**src/rtl/life_pkg.sv**
```systemverilog
// Shared definitions for the Game-of-Life arena stepper.
`default_nettype none

package life_pkg;

  localparam int ROW_ADDR_W = 10;

  typedef enum logic [2:0] {
    S_IDLE   = 3'd0,
    S_PRIME0 = 3'd1,
    S_PRIME1 = 3'd2,
    S_PRIME2 = 3'd3,
    S_FETCH  = 3'd4,
    S_LATCH  = 3'd5,
    S_WRITE  = 3'd6,
    S_DONE   = 3'd7
  } state_t;

endpackage

`default_nettype wire

```
**src/rtl/life_row_rule.sv**
```systemverilog
// Combinational Life rule for one row, with horizontal wrap-around.
`default_nettype none

module life_row_rule #(
  parameter int WIDTH = 10
) (
  input  logic [WIDTH-1:0] prev,
  input  logic [WIDTH-1:0] cur,
  input  logic [WIDTH-1:0] next,
  output logic [WIDTH-1:0] new_row
);

  for (genvar i = 0; i < WIDTH; i++) begin : g_cell
    localparam int L = (i == 0) ? WIDTH - 1 : i - 1;
    localparam int R = (i == WIDTH - 1) ? 0 : i + 1;

    logic [3:0] w_cnt;

    // The cell itself (cur[i]) is excluded from its own neighbour count.
    assign w_cnt = {3'b000, prev[L]} + {3'b000, prev[i]} + {3'b000, prev[R]}
                 + {3'b000, cur[L]}                      + {3'b000, cur[R]}
                 + {3'b000, next[L]} + {3'b000, next[i]} + {3'b000, next[R]};

    assign new_row[i] = (w_cnt == 4'd3) || ((w_cnt == 4'd2) && cur[i]);
  end

endmodule

`default_nettype wire

```
**src/rtl/life_stepper.sv**
```systemverilog
// Steps a toroidal Life arena one generation, streaming rows through a
// three-row window over a registered single-port memory.
`default_nettype none

module life_stepper
  import life_pkg::*;
#(
  parameter int WIDTH  = 10,
  parameter int HEIGHT = 10
) (
  input  logic                  clk,
  input  logic                  rst_n,
  input  logic                  start,
  output logic                  busy,
  output logic                  done,
  output logic [15:0]           gen_count,
  output logic [ROW_ADDR_W-1:0] mem_row,
  output logic [WIDTH-1:0]      mem_columns_out,
  input  logic [WIDTH-1:0]      mem_columns_in,
  output logic                  mem_write
);

  localparam logic [ROW_ADDR_W-1:0] LAST_ROW = ROW_ADDR_W'(HEIGHT - 1);

  state_t                  state_q, state_d;
  logic [ROW_ADDR_W-1:0]   r_q, r_d;
  logic [WIDTH-1:0]        prev_q, prev_d;
  logic [WIDTH-1:0]        cur_q, cur_d;
  logic [WIDTH-1:0]        next_q, next_d;
  logic [WIDTH-1:0]        row0_q, row0_d;
  logic                    done_q, done_d;
  logic [15:0]             gen_q, gen_d;
  logic [WIDTH-1:0]        new_row;
  logic                    last_row;

  life_row_rule #(.WIDTH(WIDTH)) u_rule (
    .prev    (prev_q),
    .cur     (cur_q),
    .next    (next_q),
    .new_row (new_row)
  );

  assign last_row = (r_q == LAST_ROW);

  always_comb begin
    state_d         = state_q;
    r_d             = r_q;
    prev_d          = prev_q;
    cur_d           = cur_q;
    next_d          = next_q;
    row0_d          = row0_q;
    done_d          = 1'b0;
    gen_d           = gen_q;
    mem_row         = '0;
    mem_write       = 1'b0;
    mem_columns_out = '0;

    case (state_q)
      S_IDLE: begin
        if (start) state_d = S_PRIME0;
      end
      S_PRIME0: begin
        mem_row = LAST_ROW;
        state_d = S_PRIME1;
      end
      S_PRIME1: begin
        mem_row = '0;
        prev_d  = mem_columns_in;
        state_d = S_PRIME2;
      end
      S_PRIME2: begin
        cur_d   = mem_columns_in;
        row0_d  = mem_columns_in;
        r_d     = '0;
        state_d = S_FETCH;
      end
      S_FETCH: begin
        if (!last_row) mem_row = r_q + 1'b1;
        state_d = S_LATCH;
      end
      S_LATCH: begin
        // Row 0 has already been overwritten by now, so wrap uses the saved copy.
        next_d  = last_row ? row0_q : mem_columns_in;
        state_d = S_WRITE;
      end
      S_WRITE: begin
        mem_row         = r_q;
        mem_write       = 1'b1;
        mem_columns_out = new_row;
        if (last_row) begin
          state_d = S_DONE;
        end else begin
          prev_d  = cur_q;
          cur_d   = next_q;
          r_d     = r_q + 1'b1;
          state_d = S_FETCH;
        end
      end
      S_DONE: begin
        done_d  = 1'b1;
        gen_d   = gen_q + 16'd1;
        state_d = S_IDLE;
      end
      default: state_d = S_IDLE;
    endcase
  end

  always_ff @(posedge clk or negedge rst_n) begin
    if (!rst_n) begin
      state_q <= S_IDLE;
      r_q     <= '0;
      prev_q  <= '0;
      cur_q   <= '0;
      next_q  <= '0;
      row0_q  <= '0;
      done_q  <= 1'b0;
      gen_q   <= '0;
    end else begin
      state_q <= state_d;
      r_q     <= r_d;
      prev_q  <= prev_d;
      cur_q   <= cur_d;
      next_q  <= next_d;
      row0_q  <= row0_d;
      done_q  <= done_d;
      gen_q   <= gen_d;
    end
  end

  assign busy      = (state_q != S_IDLE) && (state_q != S_DONE);
  assign done      = done_q;
  assign gen_count = gen_q;

endmodule

`default_nettype wire

```
**config.mk**
```make
export PLATFORM = sky130hd
export DESIGN_NAME = life_stepper
export DESIGN_NICKNAME = d
export VERILOG_FILES = /design/src/rtl/life_pkg.sv /design/src/rtl/life_row_rule.sv /design/src/rtl/life_stepper.sv
export SDC_FILE = /design/constraint.sdc
export NUM_CORES = 1
export LEC_CHECK = 0
export BUFFER_PORTS_ARGS = -buffer_cell sky130_fd_sc_hd__buf_2
export CAP_MARGIN = 20
export CELL_PAD_IN_SITES_DETAIL_PLACEMENT = 1
export CELL_PAD_IN_SITES_GLOBAL_PLACEMENT = 1
export CORE_MARGIN = 3
export CORE_UTILIZATION = 40
export CTS_BUF_LIST = sky130_fd_sc_hd__clkbuf_2 sky130_fd_sc_hd__clkbuf_4 sky130_fd_sc_hd__clkbuf_8
export DETAILED_ROUTE_END_ITERATION = 7
export PLACE_DENSITY_LB_ADDON = 0.15
export SLEW_MARGIN = 20
export SYNTH_ARGS = -nofsm -noshare
export SYNTH_HDL_FRONTEND = slang
export SYNTH_SLANG_ARGS = --single-unit
```
**constraint.sdc**
```tcl
create_clock -name clk -period 5.7 [get_ports clk]
set_input_delay 0.855 -clock clk [delete_from_list [all_inputs] [get_ports clk]]
set_output_delay 0.855 -clock clk [all_outputs]
set_load 0.005 [all_outputs]
```
Word-level counts from Yosys, hierarchy flattened
Cells that the tools add are included.
- bits in registers: 70
- output and inout port bits: 39
- word-level logic and storage cells: 153
- $add $sub $neg: 72
- eq/ne operators: 31
- mux-type cells: 15
- reduce and logical (&&, ||, !) cells: 27
- operator list (operator ; count):
    adder 4 x 1 -> 4 bit ; 60
    == test 4 x 2 -> 1 bit, second input constant ; 20
    two-way mux 10 bit ; 6
    case mux 10 bit (2 select lines) ; 3
    case mux 10 bit (3 select lines) ; 1
    case mux 3 bit (8 select lines) ; 1
    adder 1 x 1 -> 2 bit ; 10
    adder 16 x 1 -> 16 bit, second input constant ; 1
    == test 3 bit, second input constant ; 4
    logical AND 1 bit ; 11
    adder 10 x 1 -> 10 bit, second input constant ; 1
    == test 10 x 4 -> 1 bit, second input constant ; 1
    logical OR 1 bit ; 10
    == test 3 x 2 -> 1 bit, second input constant ; 2
    != test 2 bit, second input constant ; 2
    AND reduction 2 bit ; 2
    nonzero test 2 bit ; 2
    == test 3 x 1 -> 1 bit, second input constant ; 1
    logical NOT 3 bit ; 1
    two-way mux 3 bit ; 1
    != test 3 bit, second input constant ; 1
    nonzero test 3 bit ; 1
    two-way mux 1 bit ; 2
    two-way mux 2 bit ; 1

Longest topological paths before layout
Gate-level depths: netlist of the first run.
- word-level depth: 11
- gate-level depth with buffers: 11
- depth with buffers taken out: 11

Modules after synthesis
A second synthesis of the first run with hierarchy kept.
- cells, all modules: 542
- area total of the unflattened synthesis: 5261.3 um2
- by module, submodules not included (module ; instances ; cells each ; area each (um2)):
    life_stepper ; 1 ; 354 ; 3560.9
    life_row_rule ; 1 ; 188 ; 1700.4

Least setup slack after synthesis of the first run
No wires, ideal clock.
- path kind: reg-to-output
- from: register prev_q[8]
- to: output mem_columns_out[9]
- arrival time: 2945 ps
- data required time: 4845 ps
- slack: 1900 ps
- stages on the path, launching flop included: 12
- cell sequence: dfrtp_1 > ha_1 > inv_1 > fa_1 > fa_1 > inv_1 > fa_1 > inv_1 > fa_1 > a2111oi_0 > a21oi_1 > nor4_1
- cells in the longest elaborated chain, start to end: 11
- elaborated cells between the ends (all ways): 12
- ends and longest elaborated chain (what ; line ; source):
    from (decl) ; life_stepper.sv:27 ; logic [WIDTH-1:0] prev_q, prev_d;
    from (signal assigned) ; life_stepper.sv:121 ; prev_q <= prev_d;
    adder 1 x 1 -> 2 bit (*) ; life_row_rule.sv:20 ; assign w_cnt = {3'b000, prev[L]} + {3'b000, prev[i]} + {3'b000, prev[R]}
    adder 4 x 1 -> 4 bit (*) ; life_row_rule.sv:20 ;
    adder 4 x 1 -> 4 bit (*) (2 in a row) ; life_row_rule.sv:21 ; + {3'b000, cur[L]} + {3'b000, cur[R]}
    adder 4 x 1 -> 4 bit (*) (3 in a row) ; life_row_rule.sv:22 ; + {3'b000, next[L]} + {3'b000, next[i]} + {3'b000, next[R]};
    == test 4 x 2 -> 1 bit ; life_row_rule.sv:24 ; assign new_row[i] = (w_cnt == 4'd3) || ((w_cnt == 4'd2) && cur[i]);
    logical AND 1 bit ; life_row_rule.sv:24 ;
    logical OR 1 bit (*) ; life_row_rule.sv:24 ;
    two-way mux 10 bit (*) ; life_stepper.sv:58 ; case (state_q)
    to (decl) ; life_stepper.sv:18 ; output logic [WIDTH-1:0] mem_columns_out,
Every way passes the cells marked *; elsewhere a longest branch is shown, timed or not.

Final worst setup path of the first run
- from: register prev_q[8]
- to: output mem_columns_out[8]
Same word-level chain as after synthesis.

==> out/qor.log, run 1 <==
qor: outcome.run_status finished clean
qor: grt.grt_start_max_net_pins 71
qor: final_layout.utilization 46.0%
qor: setup_path.worst-endpoint-required 4.85 ns
qor: timing.fin_setup_tns 0 ns
qor: setup_path.path_max_fanout 5
qor: setup_path.timing.critical_path.to_type output port
qor: final_layout.synthToLayoutAreaGrowth 11.1%
qor: final_layout.multi_input_area 0.00306 mm²
qor: drt.drt_first_pass_iters 4
qor: min_path.timing.hold.worst.class reg2reg
qor: synthesis.synth.yosys.seq_area_share 33.0%
qor: setup_path.reg2reg_from r_q[0]
qor: timing.unrepaired_setup_endpoints_after_global_routing false
qor: synthesis.synth-async-reset-ratio 100%
qor: grt.grt_first_pass_wirelength 22500 µm
qor: timing.number_of_endpoints_failing_setup_at_the_final_stage 0
qor: setup_path.cpMaxStageDelayCell sky130_fd_sc_hd__fa_1
qor: drt.drc 0
qor: drt.wire_per_inst 17.4 µm
qor: timing.timing.slew.headroom 38.8%
qor: clock_network.cts.sink_count 70
qor: min_path.hold_path.startpoint gen_count[15]
qor: final_layout.sequential_cell_area 0.00175 mm²
qor: grt.antenna_violations_before_repair 0
qor: grt.vias_in_the_first_global_route 4462
qor: drt.via_per_inst 5.33
qor: setup_path.critPathBufInv 4
qor: setup_path.start_kind flop
qor: final_layout.final_layout_size_suffix_gt1_share 15.4%
qor: timing.final-hold-violation-count 0
qor: floorplanning.rows 41
qor: clock_network.holdBufCountCts 0
qor: floorplanning.die_width 121 µm
qor: clock_network.clkSlewWorstSetupHoldPaths 0.07 ns
qor: synthesis.synth-main-ff-cell sky130_fd_sc_hd__dfrtp_1
qor: drt.ant_nets_after_route 0
qor: setup_path.path_delay_family adder cells
qor: floorplanning.floorplan.core_area 0.0128 mm²
qor: timing.tightest_slew 0.918 ns
qor: clock_network.ctsResizeCount 0
qor: clock_network.clock_latency 0.36 ns
qor: timing.finClkSkew 0.00480 ns
qor: synthesis.syn_area 0.00531 mm²
qor: floorplanning.start_util 41.4%
qor: place.place_hpwl 9960 µm
qor: synthesis.synthesis.yosys.warnings 0
qor: drt.route.final.wire_length 13500 µm
qor: final_layout.nNetsFinal 686
qor: final_layout.antennaDiodeCount 0
qor: synthesis.synthesized_flop_and_latch_total 70
qor: floorplanning.die_h 121 µm
qor: synthesis.synth-edff-count 0
qor: timing.fmax 0.222 GHz
qor: drt.route.vias.total 4145
qor: setup_path.cp_slowest_stage_delay 0.50 ns
qor: synthesis.synth_area_per_cell 9.52 µm²
qor: drt.drt_iter0_markers 162
qor: place.numPortBuffers 51
qor: setup_path.cell_repeated_most_along_the_worst_path sky130_fd_sc_hd__fa_1
qor: floorplanning.pin_count 52
qor: timing.fin_worst_hold_slack 0.492 ns
qor: synthesis.distinct_cells_synth 52
qor: clock_network.number_of_clock_buffers_inserted_by_tritoncts 9
qor: setup_path.critical_path_startpoint prev_q[8]
qor: timing.fin_crit 4.51 ns
qor: grt.grt_remaining_overflow 0
qor: timing.drv_slew 0
qor: clock_network.maximum_number_of_buffers_from_clock_root_to_sink 2
qor: grt.track_usage 19.5%
qor: clock_network.tritoncts_clock_tree done
qor: synthesis.syn_inst 558
qor: synthesis.synthesis.nets 644
qor: clock_network.postCtsSetupRepairBufs 0
qor: setup_path.path_class reg2out
qor: final_layout.num-fill-cells 1511
qor: setup_path.cp_data_arrival_time 3.65 ns
qor: clock_network.cts.htree.levels 3
qor: clock_network.cts_root_buf sky130_fd_sc_hd__clkbuf_8
qor: setup_path.worstPathCellList ha_1 -> inv_1 -> fa_1 -> fa_1 -> inv_1 -> fa_1 -> inv_1 -> fa_1 -> a2111oi_0 -> a21oi_1 -> nor4_1 -> buf_2
qor: place.gp_congestion 0.796
qor: floorplanning.fp.dieArea 0.0147 mm²
qor: run.max_cap_viol_count 0
qor: timing.period_share 79.1%
## Yosys cell counts, types with 2 or more instances
master	number	area share, %
sky130_fd_sc_hd__a2111oi_0	4	0.66
sky130_fd_sc_hd__a21o_1	4	0.57
sky130_fd_sc_hd__a21oi_1	15	1.4
sky130_fd_sc_hd__a31oi_1	13	1.5
sky130_fd_sc_hd__and3_1	2	0.24
sky130_fd_sc_hd__and4_1	3	0.49
sky130_fd_sc_hd__buf_1	2	0.14
sky130_fd_sc_hd__buf_2	4	0.38
sky130_fd_sc_hd__buf_6	4	0.85
sky130_fd_sc_hd__clkbuf_1	15	1.1
sky130_fd_sc_hd__dfrtp_1	70	33
sky130_fd_sc_hd__fa_1	40	15
sky130_fd_sc_hd__ha_1	33	7.8
sky130_fd_sc_hd__inv_1	95	6.7
sky130_fd_sc_hd__mux2_2	10	2.1
sky130_fd_sc_hd__mux2i_1	20	3.8
sky130_fd_sc_hd__nand2_1	41	2.9
sky130_fd_sc_hd__nand3_1	25	2.4
sky130_fd_sc_hd__nand3b_1	2	0.28
sky130_fd_sc_hd__nand4_1	8	0.94
sky130_fd_sc_hd__nor2_1	25	1.8
sky130_fd_sc_hd__nor2b_1	9	1.1
sky130_fd_sc_hd__nor3_1	4	0.38
sky130_fd_sc_hd__nor3b_1	2	0.28
sky130_fd_sc_hd__nor4_1	12	1.4
sky130_fd_sc_hd__o211ai_1	2	0.28
sky130_fd_sc_hd__o21ai_0	19	1.8
sky130_fd_sc_hd__o21ai_1	11	1.0
sky130_fd_sc_hd__o22ai_1	21	2.5
sky130_fd_sc_hd__o311ai_0	2	0.33
sky130_fd_sc_hd__o31ai_1	3	0.42
sky130_fd_sc_hd__o31ai_4	2	0.80
sky130_fd_sc_hd__or2_2	3	0.35
sky130_fd_sc_hd__xnor2_1	13	2.1
sky130_fd_sc_hd__xor2_1	3	0.49
## cell usage in the layout (no fill, tap or decap), types with 2 or more instances in the layout
cell	count
sky130_fd_sc_hd__a2111oi_0	4
sky130_fd_sc_hd__a21o_1	4
sky130_fd_sc_hd__a21oi_1	15
sky130_fd_sc_hd__a31oi_1	13
sky130_fd_sc_hd__and3_1	2
sky130_fd_sc_hd__and4_1	3
sky130_fd_sc_hd__buf_2	51
sky130_fd_sc_hd__buf_4	7
sky130_fd_sc_hd__clkbuf_4	2
sky130_fd_sc_hd__clkbuf_8	11
sky130_fd_sc_hd__dfrtp_1	70
sky130_fd_sc_hd__fa_1	40
sky130_fd_sc_hd__ha_1	33
sky130_fd_sc_hd__inv_1	95
sky130_fd_sc_hd__mux2_2	10
sky130_fd_sc_hd__mux2i_1	20
sky130_fd_sc_hd__nand2_1	41
sky130_fd_sc_hd__nand3_1	25
sky130_fd_sc_hd__nand3b_1	2
sky130_fd_sc_hd__nand4_1	8
sky130_fd_sc_hd__nor2_1	25
sky130_fd_sc_hd__nor2b_1	9
sky130_fd_sc_hd__nor3_1	4
sky130_fd_sc_hd__nor3b_1	2
sky130_fd_sc_hd__nor4_1	12
sky130_fd_sc_hd__o211ai_1	2
sky130_fd_sc_hd__o21ai_0	19
sky130_fd_sc_hd__o21ai_1	11
sky130_fd_sc_hd__o22ai_1	21
sky130_fd_sc_hd__o311ai_0	2
sky130_fd_sc_hd__o31ai_1	3
sky130_fd_sc_hd__o31ai_4	2
sky130_fd_sc_hd__or2_2	3
sky130_fd_sc_hd__xnor2_1	13
sky130_fd_sc_hd__xor2_1	3
## area by class of cell
| class | count | share of cell area (%) |
|---|---|---|
| multi-input cells | 365 | 51.8 |
| flip-flops and latches | 70 | 29.7 |
| clock buffers | 13 | 2.82 |
| repair buffers | 58 | 5.21 |
| well taps | 172 | 3.65 |
| inverters | 96 | 6.10 |
| clock inverters | 3 | 0.721 |
## sequential cells by signal, indices dropped and copies added (netlist names)
signal,flops
r_q,10
cur_q,10
row0_q,10
state_q,3
next_q,10
prev_q,10
done,1
gen_count,16
## path summary, 6_finish.rpt
| path | slack (ns) | endpoint | depth (start not counted) |
|---|---|---|---|
| min in group asynchronous | 0.71 | cur_q[1] | 2 |
| worst max-delay path | 1.19 | mem_columns_out[8] | 12 |
| max in group asynchronous | 4.40 | gen_count[3] | 2 |
| worst min-delay path | 0.49 | gen_count[15] | 1 |
| worst max register to register | 3.31 | cur_q[9] | 5 |
| worst min register to register | 0.49 | gen_count[15] | 1 |
## per-stage QoR
stage	instances	instance area, µm²	worst slack, ns
floorplan	558	5310	1.90
global placement	761	5690	1.69
detailed placement	761	5690	1.56
CTS	777	5900	1.16
global route	777	5900	0.816
finish	777	5900	1.19
## metal layers
layer,track usage (%),part of all wire [%]
met4,4.48,1.4
met3,4.43,2.9
met5,0,0
met2,33.0,49
met1,25.6,47
## cells by family after synthesis
logic type / synth area share (%)
compound gates: 12.4
xor+xnor: 2.64
fa+ha+maj: 22.8
buf+inv: 9.44
flops: 33.0
mux: 5.89
simple gates: 13.8
Power of run 1 is not shown: default switching activity piles up to over one toggle a cycle in this logic, so the estimate is an artifact.
==> inputs of run 2 (changes only) <==
clock period = 4 ns   (was 5.7 ns; I/O delays follow)
==> out/qor.log, run 2 (synthesized netlist as in run 1, its figures left out) <==
qor: place.gp_congestion 0.777
qor: floorplanning.die_h 121 µm
qor: timing.unrepaired_setup_endpoints_after_global_routing true
qor: outcome.run_status finished, violations left
qor: timing.post-route-worst-setup-slack -0.107 ns
qor: timing.tightest_slew 0.912 ns
qor: floorplanning.fp.dieArea 0.0147 mm²
qor: grt.most_heavily_used_metal_layer_in_global_routing met2
qor: setup_path.reg2reg_from state_q[1]
qor: final_layout.final_layout_size_suffix_gt1_share 27.9%
qor: floorplanning.start_util 41.4%
qor: setup_path.cp_slowest_stage_delay 0.50 ns
qor: clock_network.number_of_clock_buffers_inserted_by_tritoncts 9
qor: setup_path.rr_worst_depth 6
qor: grt.antenna_violations_before_repair 0
qor: clock_network.cts.htree.levels 3
qor: final_layout.largest_register_ff_count 16
qor: drt.via_per_inst 5.42
qor: clock_network.cts_root_buf sky130_fd_sc_hd__clkbuf_8
qor: timing.period_share 103%
qor: setup_path.start_kind flop
qor: timing.final-hold-violation-count 0
qor: place.place_hpwl 10500 µm
qor: final_layout.most_common_cell_after_layout_fill_and_taps_aside sky130_fd_sc_hd__inv_1
qor: setup_path.worst-endpoint-required 3.40 ns
qor: clock_network.tritoncts_clock_tree done
qor: timing.drv_slew 0
qor: final_layout.synthToLayoutAreaGrowth 18.3%
qor: clock_network.maximum_number_of_buffers_from_clock_root_to_sink 2
qor: setup_path.critPathBufInv 4
qor: setup_path.timing.critical_path.to_type output port
qor: drt.drt_first_pass_iters 4
qor: drt.route.vias.total 4336
qor: drt.ant_nets_after_route 0
qor: place.post_dp_cell_area 0.00575 mm²
qor: setup_path.timing.rr.end cur_q[9]
qor: grt.grt_start_max_net_pins 39
qor: floorplanning.rows 41
qor: timing.fmax 0.243 GHz
qor: timing.finClkSkew 0.00462 ns
qor: clock_network.clkSlewWorstSetupHoldPaths 0.08 ns
qor: setup_path.path_max_fanout 3
qor: min_path.timing.hold.worst.class in2async
qor: final_layout.nNetsFinal 709
qor: setup_path.worstPathCellList ha_1 -> inv_1 -> fa_1 -> fa_1 -> inv_2 -> fa_2 -> inv_2 -> fa_2 -> a2111oi_4 -> a21oi_2 -> nor4_2 -> buf_2
qor: clock_network.clock_latency 0.35 ns
qor: floorplanning.floorplan.core_area 0.0128 mm²
qor: final_layout.layout.cells.most_common_list sky130_fd_sc_hd__inv_1, sky130_fd_sc_hd__dfrtp_1, sky130_fd_sc_hd__buf_2
qor: grt.routing_usage_on_met2 35.0%
qor: timing.number_of_endpoints_failing_setup_at_the_final_stage 5
qor: grt.groute.layer.met3.usage 3.87%
qor: grt.track_usage 21.0%
qor: setup_path.regToRegSetupSlack 1.37 ns
qor: clock_network.cts.sink_count 70
qor: timing.timing.slew.headroom 39.2%
qor: run.max_cap_viol_count 0
qor: grt.vias_in_the_first_global_route 4762
qor: place.numPortBuffers 51
qor: final_layout.postLayoutCellArea 0.00628 mm²
qor: drt.route.final.wire_length 14500 µm
qor: setup_path.path_class reg2out
qor: setup_path.path_delay_family adder cells
qor: clock_network.holdBufCountCts 0
qor: drt.drt_iter0_markers 174
qor: outcome.violations setup timing
qor: final_layout.antennaDiodeCount 0
qor: grt.grt_remaining_overflow 0
qor: timing.fin_crit 4.11 ns
qor: setup_path.cpMaxStageDelayCell sky130_fd_sc_hd__fa_1
qor: drt.drc 0
qor: setup_path.cp_data_arrival_time 3.51 ns
qor: grt.grt_first_pass_wirelength 24300 µm
qor: floorplanning.pin_count 52
qor: floorplanning.die_width 121 µm
qor: drt.wire_per_inst 18.2 µm
qor: grt.grt_util_met1 27.7%
qor: timing.fin_worst_hold_slack 0.376 ns
## run 2: cell type report
cell class / count / area [µm²]
clock inverters: 6 / 37.5
repair buffers: 81 / 488
flip-flops and latches: 70 / 1760
fillers: 1488 / 6540
well taps: 172 / 215
clock buffers: 10 / 138
inverters: 96 / 360
multi-input cells: 365 / 3290
## run 2: stage by stage
step | setup WS (ns) | util, % | std cells | setup TNS [ns]
final | -0.107 | 49.0 | 800 | -0.200
after global routing | -0.259 | 49.0 | 800 | -1.71
after CTS | -0.146 | 48.0 | 798 | -0.417
after detailed placement | 0.0736 | 44.8 | 768 | 0
after global placement | 0.253 | 44.8 | 768 | 0
after floorplan | 0.455 | - | 558 | 0
## run 2: repair_timing
action | CTS | global route
resized for setup | 44 | 26
setup buffers | 14 | 2
pin swaps | 16 | 8
endpoints found under the setup margin | 10 | 10
## run 2: worst max-delay path by stage
| stage | from | to | slack, ns | cells after the start |
|---|---|---|---|---|
| 2_1_floorplan | prev_q[8] | mem_columns_out[9] | 0.46 | 11 |
| 3_3_place_gp | prev_q[7] | mem_columns_out[8] | 0.25 | 12 |
| 3_5_place_dp | prev_q[8] | mem_columns_out[9] | 0.07 | 12 |
| 4_1_cts | prev_q[8] | mem_columns_out[8] | -0.15 | 12 |
| 5_1_grt | prev_q[7] | mem_columns_out[7] | -0.26 | 12 |
| 6_report | prev_q[7] | mem_columns_out[7] | -0.11 | 12 |
## run 2: per-layer routing
layer  vias up  share of wire, %
met4         0               2.2
met1      2211                44
met2        73                50
li1       2029                 -
met5         -                 0
met3        23               3.2
Power of run 2 is left out for the same reason.
